## src/rtl/tcm_boot_loader.sv

```systemverilog
// tcm_boot_loader
// ---------------
// Stream-fed image loader placed in front of tcm_mem's data port. A 4-byte
// little-endian length header is followed by LEN payload bytes. The payload is
// packed into 32-bit little-endian word writes starting at BASE_ADDR. The core
// is held in reset until every issued write has been acknowledged.
//
// Optional feature: define TCM_BOOT_LOADER_CHECKSUM_EN to expect a 4-byte
// little-endian trailer after the payload. The trailer holds the 32-bit
// wrap-around sum of all payload bytes. A mismatching trailer ends in ERR.
//
// Ports:
//   clk            clock
//   rst            synchronous, active-low reset
//   in_valid_i     stream byte valid
//   in_data_i      stream byte
//   in_ready_o     loader accepts the byte this cycle
//   mem_addr_o     word-aligned write address
//   mem_data_wr_o  write data
//   mem_wr_o       byte strobes; nonzero means a request is presented
//   mem_accept_i   request taken this cycle
//   mem_ack_i      write completion
//   mem_error_i    marks the accompanying mem_ack_i as failed
//   core_rst_o     active-high reset to the core
//   done_o         image loaded and core released
//   err_o          load failed; sticky until reset
module tcm_boot_loader #(
  parameter logic [31:0] BASE_ADDR       = 32'h8000_0000,
  parameter int unsigned MEM_SIZE        = 131072,
  parameter int unsigned MAX_OUTSTANDING = 4
) (
  input  logic        clk,
  input  logic        rst,
  input  logic        in_valid_i,
  input  logic [7:0]  in_data_i,
  output logic        in_ready_o,
  output logic [31:0] mem_addr_o,
  output logic [31:0] mem_data_wr_o,
  output logic [3:0]  mem_wr_o,
  input  logic        mem_accept_i,
  input  logic        mem_ack_i,
  input  logic        mem_error_i,
  output logic        core_rst_o,
  output logic        done_o,
  output logic        err_o
);

  typedef enum logic [2:0] {
    S_HDR, S_DATA, S_WRITE, S_CSUM, S_DRAIN, S_DONE, S_ERR
  } state_e;

  localparam logic [3:0]  MAX_OUT = 4'(MAX_OUTSTANDING);
  localparam logic [31:0] MAX_LEN = 32'(MEM_SIZE);

  state_e      state_q, state_d;
  logic [31:0] len_q, len_d;
  logic [1:0]  hdr_cnt_q, hdr_cnt_d;   // header / trailer byte position
  logic [31:0] byte_cnt_q, byte_cnt_d; // payload bytes accepted so far
  logic [29:0] word_idx_q, word_idx_d;
  logic [31:0] buf_q, buf_d;
  logic [3:0]  strb_q, strb_d;
  logic [3:0]  outst_q, outst_d;
  logic        ack_ok;
  logic        accept;
`ifdef TCM_BOOT_LOADER_CHECKSUM_EN
  logic [31:0] sum_q, sum_d;
  logic [31:0] csum_q, csum_d;
`endif

  // NOTE: sequential state uses non-blocking assignments so every flop
  // samples the pre-edge value of every other flop.
  always_ff @(posedge clk) begin
    if (!rst) begin
      state_q    <= S_HDR;
      len_q      <= '0;
      hdr_cnt_q  <= '0;
      byte_cnt_q <= '0;
      word_idx_q <= '0;
      buf_q      <= '0;
      strb_q     <= '0;
      outst_q    <= '0;
`ifdef TCM_BOOT_LOADER_CHECKSUM_EN
      sum_q      <= '0;
      csum_q     <= '0;
`endif
    end else begin
      state_q    <= state_d;
      len_q      <= len_d;
      hdr_cnt_q  <= hdr_cnt_d;
      byte_cnt_q <= byte_cnt_d;
      word_idx_q <= word_idx_d;
      buf_q      <= buf_d;
      strb_q     <= strb_d;
      outst_q    <= outst_d;
`ifdef TCM_BOOT_LOADER_CHECKSUM_EN
      sum_q      <= sum_d;
      csum_q     <= csum_d;
`endif
    end
  end

  always_comb begin
    // NOTE: every variable driven here gets a default first, so no path can
    // leave one unassigned and infer a latch.
    state_d       = state_q;
    len_d         = len_q;
    hdr_cnt_d     = hdr_cnt_q;
    byte_cnt_d    = byte_cnt_q;
    word_idx_d    = word_idx_q;
    buf_d         = buf_q;
    strb_d        = strb_q;
    outst_d       = outst_q;
`ifdef TCM_BOOT_LOADER_CHECKSUM_EN
    sum_d         = sum_q;
    csum_d        = csum_q;
`endif
    accept        = 1'b0;
    in_ready_o    = 1'b0;
    mem_wr_o      = '0;
    mem_addr_o    = '0;
    mem_data_wr_o = '0;
    core_rst_o    = 1'b1;
    done_o        = 1'b0;
    err_o         = 1'b0;

    // Acks with nothing outstanding belong to an aborted load and are dropped.
    ack_ok = mem_ack_i && (outst_q != '0);

    case (state_q)
      S_HDR: begin
        in_ready_o = 1'b1;
        if (in_valid_i) begin
          len_d     = {in_data_i, len_q[31:8]};
          hdr_cnt_d = hdr_cnt_q + 2'd1;
          if (hdr_cnt_q == 2'd3) begin
            if (len_d > MAX_LEN)    state_d = S_ERR;
            else if (len_d == '0)   state_d = S_DRAIN;
            else                    state_d = S_DATA;
          end
        end
      end

      S_DATA: begin
        in_ready_o = 1'b1;
        if (in_valid_i) begin
          buf_d[{byte_cnt_q[1:0], 3'b000} +: 8] = in_data_i;
          strb_d[byte_cnt_q[1:0]]               = 1'b1;
          byte_cnt_d                            = byte_cnt_q + 32'd1;
`ifdef TCM_BOOT_LOADER_CHECKSUM_EN
          sum_d = sum_q + {24'b0, in_data_i};
`endif
          if (byte_cnt_q[1:0] == 2'd3 || byte_cnt_d == len_q) state_d = S_WRITE;
        end
      end

      S_WRITE: begin
        // Address and data stay on the bus while the request is throttled;
        // only the strobes are withheld.
        mem_addr_o    = BASE_ADDR + {word_idx_q, 2'b00};
        mem_data_wr_o = buf_q;
        if (outst_q != MAX_OUT) begin
          mem_wr_o = strb_q;
          if (mem_accept_i) begin
            accept     = 1'b1;
            buf_d      = '0;
            strb_d     = '0;
            word_idx_d = word_idx_q + 30'd1;
            if (byte_cnt_q != len_q) state_d = S_DATA;
`ifdef TCM_BOOT_LOADER_CHECKSUM_EN
            else                     state_d = S_CSUM;
`else
            else                     state_d = S_DRAIN;
`endif
          end
        end
      end

`ifdef TCM_BOOT_LOADER_CHECKSUM_EN
      S_CSUM: begin
        in_ready_o = 1'b1;
        if (in_valid_i) begin
          csum_d    = {in_data_i, csum_q[31:8]};
          hdr_cnt_d = hdr_cnt_q + 2'd1;
          if (hdr_cnt_q == 2'd3) state_d = (csum_d == sum_q) ? S_DRAIN : S_ERR;
        end
      end
`endif

      S_DRAIN: begin
        // Leave as soon as the last outstanding ack is being sampled.
        if (outst_q == {3'b000, ack_ok}) state_d = S_DONE;
      end

      S_DONE: begin
        core_rst_o = 1'b0;
        done_o     = 1'b1;
      end

      S_ERR: begin
        err_o = 1'b1;
      end

      default: state_d = S_ERR;
    endcase

    if (ack_ok && mem_error_i) state_d = S_ERR;

    case ({accept, ack_ok})
      2'b10:   outst_d = outst_q + 4'd1;
      2'b01:   outst_d = outst_q - 4'd1;
      default: outst_d = outst_q;
    endcase

    // No bytes are taken while reset is held, even though the state reads HDR.
    if (!rst) in_ready_o = 1'b0;
  end

endmodule

```

## config.mk

```make
export PLATFORM = sky130hd
export DESIGN_NAME = tcm_boot_loader
export DESIGN_NICKNAME = d
export VERILOG_FILES = /design/src/rtl/tcm_boot_loader.sv
export SDC_FILE = /design/constraint.sdc
export NUM_CORES = 1
export LEC_CHECK = 0
export ABC_AREA = 1
export CORE_MARGIN = 2
export CORE_UTILIZATION = 40
export CTS_CLUSTER_SIZE = 24
export DETAILED_ROUTE_END_ITERATION = 10
export DONT_BUFFER_PORTS = 1
export HOLD_SLACK_MARGIN = 0.03
export SYNTH_ARGS = -nofsm -noshare
export SYNTH_HDL_FRONTEND = slang
export SYNTH_SLANG_ARGS = --single-unit
```

## constraint.sdc

```tcl
create_clock -name clk -period 3.3 [get_ports clk]
set_input_delay 0.33 -clock clk [delete_from_list [all_inputs] [get_ports clk]]
set_output_delay 0.33 -clock clk [all_outputs]
set_load 0.02 [all_outputs]
```

==> impl_metrics.ini, run 1 <==
[status]
outcome = complete, no violations

[yosys]
synth_ff_type = dfxtp_1
synth.distinct_cells = 44
synth_top_family_by_area = simple AND/OR/NAND/NOR gates
synth_seq_cells = 139
synth_simple_gate_area_share_pct = 34.9
synth-edff-count = 0
yosys_warnings = 0
synth_top_cells_by_area = dfxtp_1, nand2_1, nor2_1, inv_1, a21oi_1
synth_mux_area_share_pct = 0
syn_inst = 1287
ys_async_sr_fraction_pct = 0
synth_top_area_share_pct = 33.5
avgSynthCellArea_um2 = 6.46
synth_area_um2 = 8320
synthAdderAreaFrac_pct = 1.59
synth_top_cell_by_area = dfxtp_1
synth_compound_area_share_pct = 14.6
yosysSeqAreaShare_pct = 33.5
synth_most_common_cell = nand2_1
synth_xor_area_share_pct = 4.63
synth.top_cells.by_count = nand2_1, nor2_1, inv_1

[setup_path]
slowest_stage = dfxtp_1
critPathKind = reg2reg
end_kind = register
crit_fanout = 14
worstPathRequired_ns = 3.66
cp_common_cell = nand2_1
worstPathCellList = ha_1 -> inv_2 -> nor2_8 -> nand2_4 -> nor2_1 -> nand2_1 -> nand2_1 -> nand2_1 -> nand2_1 -> nand2_1 -> nor2_1 -> nand3_1 -> nor2_1 -> nand2_1 -> nand2_2 -> nand2_2 -> nand2_1 -> nand3_1 -> nor2_1
worstSetupStartpointType = register
arrival_ns = 3.14
crit_path_start = byte_cnt_q[0]
reg2reg_from = byte_cnt_q[0]
cpPeakStageDelay_ns = 0.62

[clocking]
cts.sinks = 139
htreeDepth = 4
cts-root-buf = clkbuf_16
clk_latency_ns = 0.43
cts_buffer_depth = 2
clk_pin_slew_ns = 0.06
cts_buffers = 17
cts_tree = built

[sta]
finalHoldViolCount = 0
setup_ws_ns = 0.524
layout_min_cycle_time_ns = 2.78
slew_headroom_pct = 41.3
setup-violations-final = 0
fin_skew_ns = 0.0103
slew_violations = 0
tightest_slew_ns = 0.874
max_freq_ghz = 0.360
rsz0062_at_grt = no
timing.final.crit_share_pct = 84.1
fin_setup_tns_ns = 0

[place]
io_buffers = 0
dp.final_hpwl_um = 17800
dp.cells = 1580
place_worst_setup_slack_ns = 0.541
gp_congestion = 0.929

[cells_and_area]
fin_util_pct = 47.3
final_cells = 1613
fillCellCount = 2154
drive_above_1_share_pct = 11.4
n_antenna_cell = 0
syn_to_final_growth_pct = 15.5
nets = 1354

[run]
max-cap-violations = 0

[floorplanning]
dieWidth_um = 148
rows = 52
dieHeight_um = 148
start_util_pct = 41.0
io_pins = 86
die_area_um2 = 22000
core_um2 = 20300

[global_route]
grt_max_degree = 59
first_global_vias = 7640
gr-total-overflow = 0
grt_pass1_wl_um = 39600
grt.total_usage_pct = 22.6
antenna_found_initial = 0

[route]
firstDrtPassIters = 5
detail_route.wirelength_um = 24200
route.met3.wl_um = 1260
wl_per_cell_um = 15.0
route.vias.total = 8234
met2_length_um = 10900
drtAntennaViolNets = 0
via_per_inst = 5.10
dr.max_layer_used = met4
wl_met1_um = 11600
drtIter0Drc = 597
drc = 0

[power]
powerDensity_nw_per_um2 = 616
ir_worst_vdd_v = 0.000358
p_leak_nw = 4.00

[hold_path]
hp-start = rst
hp-class = in2reg
-- layout make-up --
| class | instances | area (um^2) | share of cell area, % |
|---|---|---|---|
| repair buffers | 69 | 533 | 5.55 |
| multi-input cells | 916 | 4650 | 48.4 |
| inverters | 187 | 704 | 7.34 |
| clock buffers | 19 | 443 | 4.61 |
| flip-flops and latches | 139 | 2780 | 29.0 |
| clock inverters | 13 | 156 | 1.63 |
| well taps | 270 | 338 | 3.52 |
-- final timing paths --
kind	slack (ns)	cells past startpoint	to
setup / recovery	0.52	19	state_q[0]
hold / removal	0.05	2	buf_q[30]
setup reg to reg	0.52	19	state_q[0]
hold reg to reg	0.45	2	buf_q[30]
-- critical path, delay by kind of cell (launching register included) --
family        cells  cell delay, ns
flops             1            0.62
fa+ha+maj         1            0.41
buf+inv           1            0.12
simple gates     17            1.56
-- where the power goes --
part           switching, W  internal, W  total, W
Sequential         0.000230      0.00191   0.00214
Combinational       0.00120     0.000602   0.00180
Clock              0.000821      0.00116   0.00198
Total               0.00225      0.00367   0.00592
-- kinds of logic (layout without fill, tap and decap cells) --
kind of cell | after synthesis | count (layout)
AND/OR/NAND/NOR | 637 | 637
buffers and inverters | 233 | 288
AO/OA/AOI/OAI | 223 | 223
XOR/XNOR | 44 | 44
adder cells (fa/ha/maj) | 10 | 10
flip-flops | 139 | 139
other | 1 | 2
-- repair_timing --
item,CTS,global route
setup buffers,0,0
endpoints found under the hold margin,6,0
resized for setup,0,0
hold buffers,1,0
setup endpoints to repair,0,0
-- cells in the final DEF, fill, tap and decap left out, types with 4 or more instances in the layout --
master	n
a211oi_1	22
a21oi_1	120
buf_4	67
clkbuf_16	17
dfxtp_1	139
ha_1	9
inv_1	178
inv_2	7
inv_6	4
nand2_1	258
nand2_2	16
nand3_1	83
nand4_1	15
nor2_1	180
nor2_2	6
nor2_4	8
nor3_1	34
nor3b_2	4
nor4_1	17
o211ai_1	5
o21ai_0	57
o21ai_1	7
xnor2_1	12
xor2_1	32
-- metrics by stage --
stage | instance area [um^2] | power (W) | hold WS [ns]
floorplan | 8320 | 0.00345 | 0.430
global placement | 8990 | 0.00394 | 0.442
detailed placement | 8990 | 0.00395 | 0.451
CTS | 9600 | 0.00593 | 0.0313
global route | 9600 | 0.00630 | 0.0341
finish | 9600 | 0.00592 | 0.0478
-- layer usage --
layer | track usage (%) | vias up
met4 | 5.95 | 0
li1 | - | 4244
met3 | 4.69 | 38
met2 | 36.1 | 195
met1 | 31.2 | 3757
met5 | 0 | -
-- registers in the layout (all words and copies together) (netlist names) --
name        count
buf_q          32
byte_cnt_q     32
len_q          32
word_idx_q     30
outst_q         4
strb_q          4
state_q         3
hdr_cnt_q       2
Note: power is estimated with default switching activity, not from simulation.
==> inputs of run 2 (changes only) <==
clock period = 2.8 ns   (was 3.3 ns; I/O delays follow)
==> run 2 against run 1 <==
  * Utilization up 0.83 points
  * Via count up 1.6%
  * Clock power up 8%
  * Count of clock-buffer cells in the layout unchanged
  * Sequential power up 18%
  * Hold slack worse by 0.0051 ns
  * Total power up 15%
  * Setup slack worse by 0.25 ns
  * Critical path type unchanged
  * Critical endpoint unchanged
==> impl_metrics.ini, run 2 (synthesized netlist as in run 1, its figures left out) <==
[status]
outcome = complete, no violations

[route]
wl_per_cell_um = 14.9
drtAntennaViolNets = 0
drc = 0
firstDrtPassIters = 6
drtIter0Drc = 553
route.vias.total = 8365
detail_route.wirelength_um = 24400
via_per_inst = 5.12

[setup_path]
worstPathRequired_ns = 3.16
arrival_ns = 2.89
end_kind = register
worstSetupStartpointType = register
crit_fanout = 7
critPathKind = reg2reg
r2r_cells = 19
r2r_slack_ns = 0.27

[global_route]
grt_max_degree = 59
gr-total-overflow = 0
grt.total_usage_pct = 22.6
antenna_found_initial = 0
grt_pass1_wl_um = 40000
first_global_vias = 7943

[sta]
timing.final.crit_share_pct = 90.2
setup-violations-final = 0
rsz0062_at_grt = no
slew_headroom_pct = 43.0
max_freq_ghz = 0.396
tightest_slew_ns = 0.849
slew_violations = 0
fin_skew_ns = 0.0186
finalHoldViolCount = 0
fin_setup_tns_ns = 0
layout_min_cycle_time_ns = 2.53

[clocking]
cts_buffer_depth = 2
cts-root-buf = clkbuf_16
cts_buffers = 17
clk_latency_ns = 0.43
cts.sinks = 139
cts_tree = built
clk_pin_slew_ns = 0.06
htreeDepth = 4

[power]
p_leak_nw = 4.08
powerDensity_nw_per_um2 = 696
ir_worst_vdd_v = 0.000424

[place]
io_buffers = 0
place_area_um2 = 9070
gp_congestion = 0.897
dp.final_hpwl_um = 17300

[floorplanning]
core_um2 = 20300
io_pins = 86
dieHeight_um = 148
die_area_um2 = 22000
rows = 52
dieWidth_um = 148
start_util_pct = 41.0

[cells_and_area]
stdcell_area_um2 = 9770
drive_above_1_share_pct = 12.6
syn_to_final_growth_pct = 17.5
n_antenna_cell = 0
final_cell_mix = nand2_1, nor2_1, inv_1, dfxtp_1, a21oi_1
fin_util_pct = 48.1
seq_area_um2 = 2790
multiInputGateArea_um2 = 4660
fillCellCount = 2115
nets = 1376
largest_registers = buf_q: 32 flops, byte_cnt_q: 32 flops, len_q: 32 flops
final_common_cell = nand2_1

[hold_path]
hp-class = in2reg
hold_depth = 2

[run]
max-cap-violations = 0
run 2: critical path, stage by stage (launching register included):
cell	delay, ns
dfxtp_2	0.40
ha_1	0.28
inv_2	0.10
nor2_8	0.17
nand2_4	0.13
nor2_1	0.20
nand2_1	0.08
nand2_1	0.08
nand2_1	0.07
nand2_1	0.06
nand2_1	0.05
nor2_1	0.12
nand3_1	0.09
nor2_1	0.10
nand2_1	0.11
nand2_2	0.10
nand2_2	0.07
nand2_1	0.08
nand3_1	0.06
nor2_1	0.10
run 2: final cells by class:
cell class                      count  share of cell area [%]
Clock buffer                       19                    4.53
Inverter                          187                    7.21
Clock inverter                     13                    1.10
Timing Repair Buffer               91                    7.45
Tap cell                          270                    3.46
Sequential cell                   139                    28.5
Multi-Input combinational cell    916                    47.7
run 2: final timing paths:
check / from / to
worst max-delay path: byte_cnt_q[1] / state_q[0]
worst min-delay path: rst / len_q[4]
worst max register to register: byte_cnt_q[1] / state_q[0]
worst min register to register: strb_q[2] / strb_q[2]
run 2: power breakdown:
group | internal, W | switching [W]
clock network | 0.00118 | 0.000964
registers | 0.00226 | 0.000259
logic | 0.000719 | 0.00143
total | 0.00415 | 0.00265
run 2: stage by stage:
stage,setup slack (ns),std cells,total power [W],hold slack (ns)
3_3_place_gp,0.283,1592,0.00460,0.415
6_report,0.273,1635,0.00680,0.0428
4_1_cts,0.215,1635,0.00681,0.0314
5_1_grt,0.0206,1635,0.00724,0.0404
2_1_floorplan,0.143,1288,0.00407,0.430
3_5_place_dp,0.239,1592,0.00463,0.423
run 2: layer usage:
metal  track usage, %  share of wire, %  up-vias
li1                 -                 -     4280
met1             30.0                47     3840
met2             37.5                47      214
met3             4.08               4.6       31
met4             6.81               1.9        0
met5                0                 0        -
run 2: timing repair:
| action | 4_1_cts | 5_1_grt |
|---|---|---|
| hold endpoints to repair | 77 | 0 |
| setup buffers | 0 | 0 |
| endpoints found under the setup margin | 0 | 4 |
| gates resized for setup | 0 | 7 |
| hold buffers | 11 | 0 |
==> inputs of run 3 (changes only) <==
==> constraint.sdc (replaced) <==
create_clock -name clk -period 2.8 [get_ports clk]
set_input_delay 0.56 -clock clk [delete_from_list [all_inputs] [get_ports clk]]
set_output_delay 0.56 -clock clk [all_outputs]
set_load 0.02 [all_outputs]
==> run 3 against run 2 <==
  * Count of clock-buffer cells in the layout decreased by 2
  * Global-route usage decreased by 1.0 points
  * Clock skew decreased by 0.0099 ns
  * Combinational power about the same
  * Largest cell class unchanged
  * Largest power group unchanged
==> impl_metrics.ini, run 3 (synthesized netlist as in run 1, its figures left out) <==
[setup_path]
critPathKind = reg2reg
worstPathRequired_ns = 3.12
crit_buf_inv = 3
r2r_cells = 19
arrival_ns = 2.88
reg2reg_from = state_q[1]
r2r_slack_ns = 0.24
cpPeakStageDelay_ns = 0.37
end_kind = register
crit_fanout = 6
worstPathCellList = inv_1 -> nand2_1 -> nor2_1 -> nand2_1 -> o21ai_1 -> inv_1 -> nand2_2 -> clkinv_2 -> nand2_4 -> ha_1 -> ha_1 -> nand2_1 -> nor2_1 -> a211oi_2 -> nor2_1 -> nor2_1 -> nand2_1 -> o21ai_0 -> a21oi_1
slowest_stage = dfxtp_1
path_delay_family = simple AND/OR/NAND/NOR gates
r2r-end = outst_q[3]
worstSetupStartpointType = register

[clocking]
cts_buffers = 17
clk_pin_slew_ns = 0.06
cts_buffer_depth = 2
cts_setup_buffers = 0
clk_latency_ns = 0.43
cts.sinks = 139
cts-root-buf = clkbuf_16
cts_tree = built
htreeDepth = 4

[cells_and_area]
final_common_cell = nand2_1
largest_registers = buf_q: 32 flops, byte_cnt_q: 32 flops, len_q: 32 flops
syn_to_final_growth_pct = 17.2
n_antenna_cell = 0
drive_above_1_share_pct = 12.7
fillCellCount = 2153
nets = 1368
final_cell_mix = nand2_1, nor2_1, inv_1, dfxtp_1, a21oi_1

[global_route]
gr-total-overflow = 0
first_global_vias = 7612
grt_max_degree = 75
antenna_found_initial = 0
grt.total_usage_pct = 21.5
grt_pass1_wl_um = 38200

[place]
io_buffers = 0
place_worst_setup_slack_ns = 0.279
gp_congestion = 0.888
dp.final_hpwl_um = 17200

[sta]
rsz0062_at_grt = no
fin_setup_tns_ns = 0
setup_ws_ns = 0.239
slew_violations = 0
setup-violations-final = 0
slew_headroom_pct = 60.8
max_freq_ghz = 0.391
layout_min_cycle_time_ns = 2.56
holdWs_ns = 0.267
fin_skew_ns = 0.00865
timing.final.crit_share_pct = 91.5
tightest_slew_ns = 0.587
finalHoldViolCount = 0

[status]
outcome = complete, no violations

[floorplanning]
dieWidth_um = 148
rows = 52
core_um2 = 20300
dieHeight_um = 148
io_pins = 86
die_area_um2 = 22000
start_util_pct = 41.0

[power]
p_leak_nw = 4.09
powerDensity_nw_per_um2 = 727
ir_worst_vdd_v = 0.000437

[route]
firstDrtPassIters = 7
detail_route.wirelength_um = 23400
drtIter0Drc = 564
drc = 0
via_per_inst = 5.06
wl_per_cell_um = 14.4
drtAntennaViolNets = 0
route.vias.total = 8236

[run]
max-cap-violations = 0

[hold_path]
hp-start = rst
hold_depth = 2
hold_end = state_q[2]
hp-class = in2reg
run 3: cell count changes in the layout (fill, tap and decap cells not counted), sizes merged:
cell / delta
dlygate4sd3: -10
buf: +2
bufinv: +3
inv: +1
clkinvlp: -2
clkbuf: -2
run 3: per-stage QoR:
| stage | cells | util, % | total power [W] | instance area (um^2) |
|---|---|---|---|---|
| after floorplan | 1288 | - | 0.00407 | 8320 |
| after detailed placement | 1595 | 44.9 | 0.00466 | 9110 |
| after CTS | 1627 | 48.0 | 0.00711 | 9740 |
| after global routing | 1627 | 48.0 | 0.00751 | 9750 |
| final | 1627 | 48.0 | 0.00708 | 9750 |
| after global placement | 1595 | 44.9 | 0.00464 | 9110 |
run 3: layout make-up:
class,instances,area [um^2],share of cell area (%)
inverter,187,704,7.23
clock buffer,17,425,4.37
tap,270,338,3.47
sequential,139,2780,28.6
timing repair buffer,83,636,6.52
multi-input combinational,916,4650,47.7
clock inverter,15,205,2.11
run 3: worst max-delay path by stage:
stage                  startpoint          to  cells after the start
floorplan              in_valid_i  outst_q[3]                     19
global placement    byte_cnt_q[1]  state_q[0]                     19
detailed placement     state_q[1]  outst_q[3]                     17
global route        byte_cnt_q[0]  state_q[2]                     20
CTS                    state_q[1]  outst_q[3]                     19
finish                 state_q[1]  outst_q[3]                     19
run 3: power by group:
part	internal [W]	switching (W)
sequential	0.00225	0.000244
clock	0.00144	0.000990
combinational	0.000733	0.00142
run 3: timing repair:
item	4_1_cts	5_1_grt
hold endpoints to repair	0	0
hold buffers	0	0
endpoints found under the setup margin	0	4
gates resized for setup	0	3
run 3: per-layer routing:
| metal | part of all wire (%) | vias to the layer above | GRT usage, % |
|---|---|---|---|
| met5 | 0 | - | 0 |
| met4 | 1.5 | 0 | 5.67 |
| met3 | 5.5 | 26 | 4.63 |
| met2 | 46 | 216 | 35.3 |
| met1 | 47 | 3721 | 28.8 |
| li1 | - | 4273 | - |
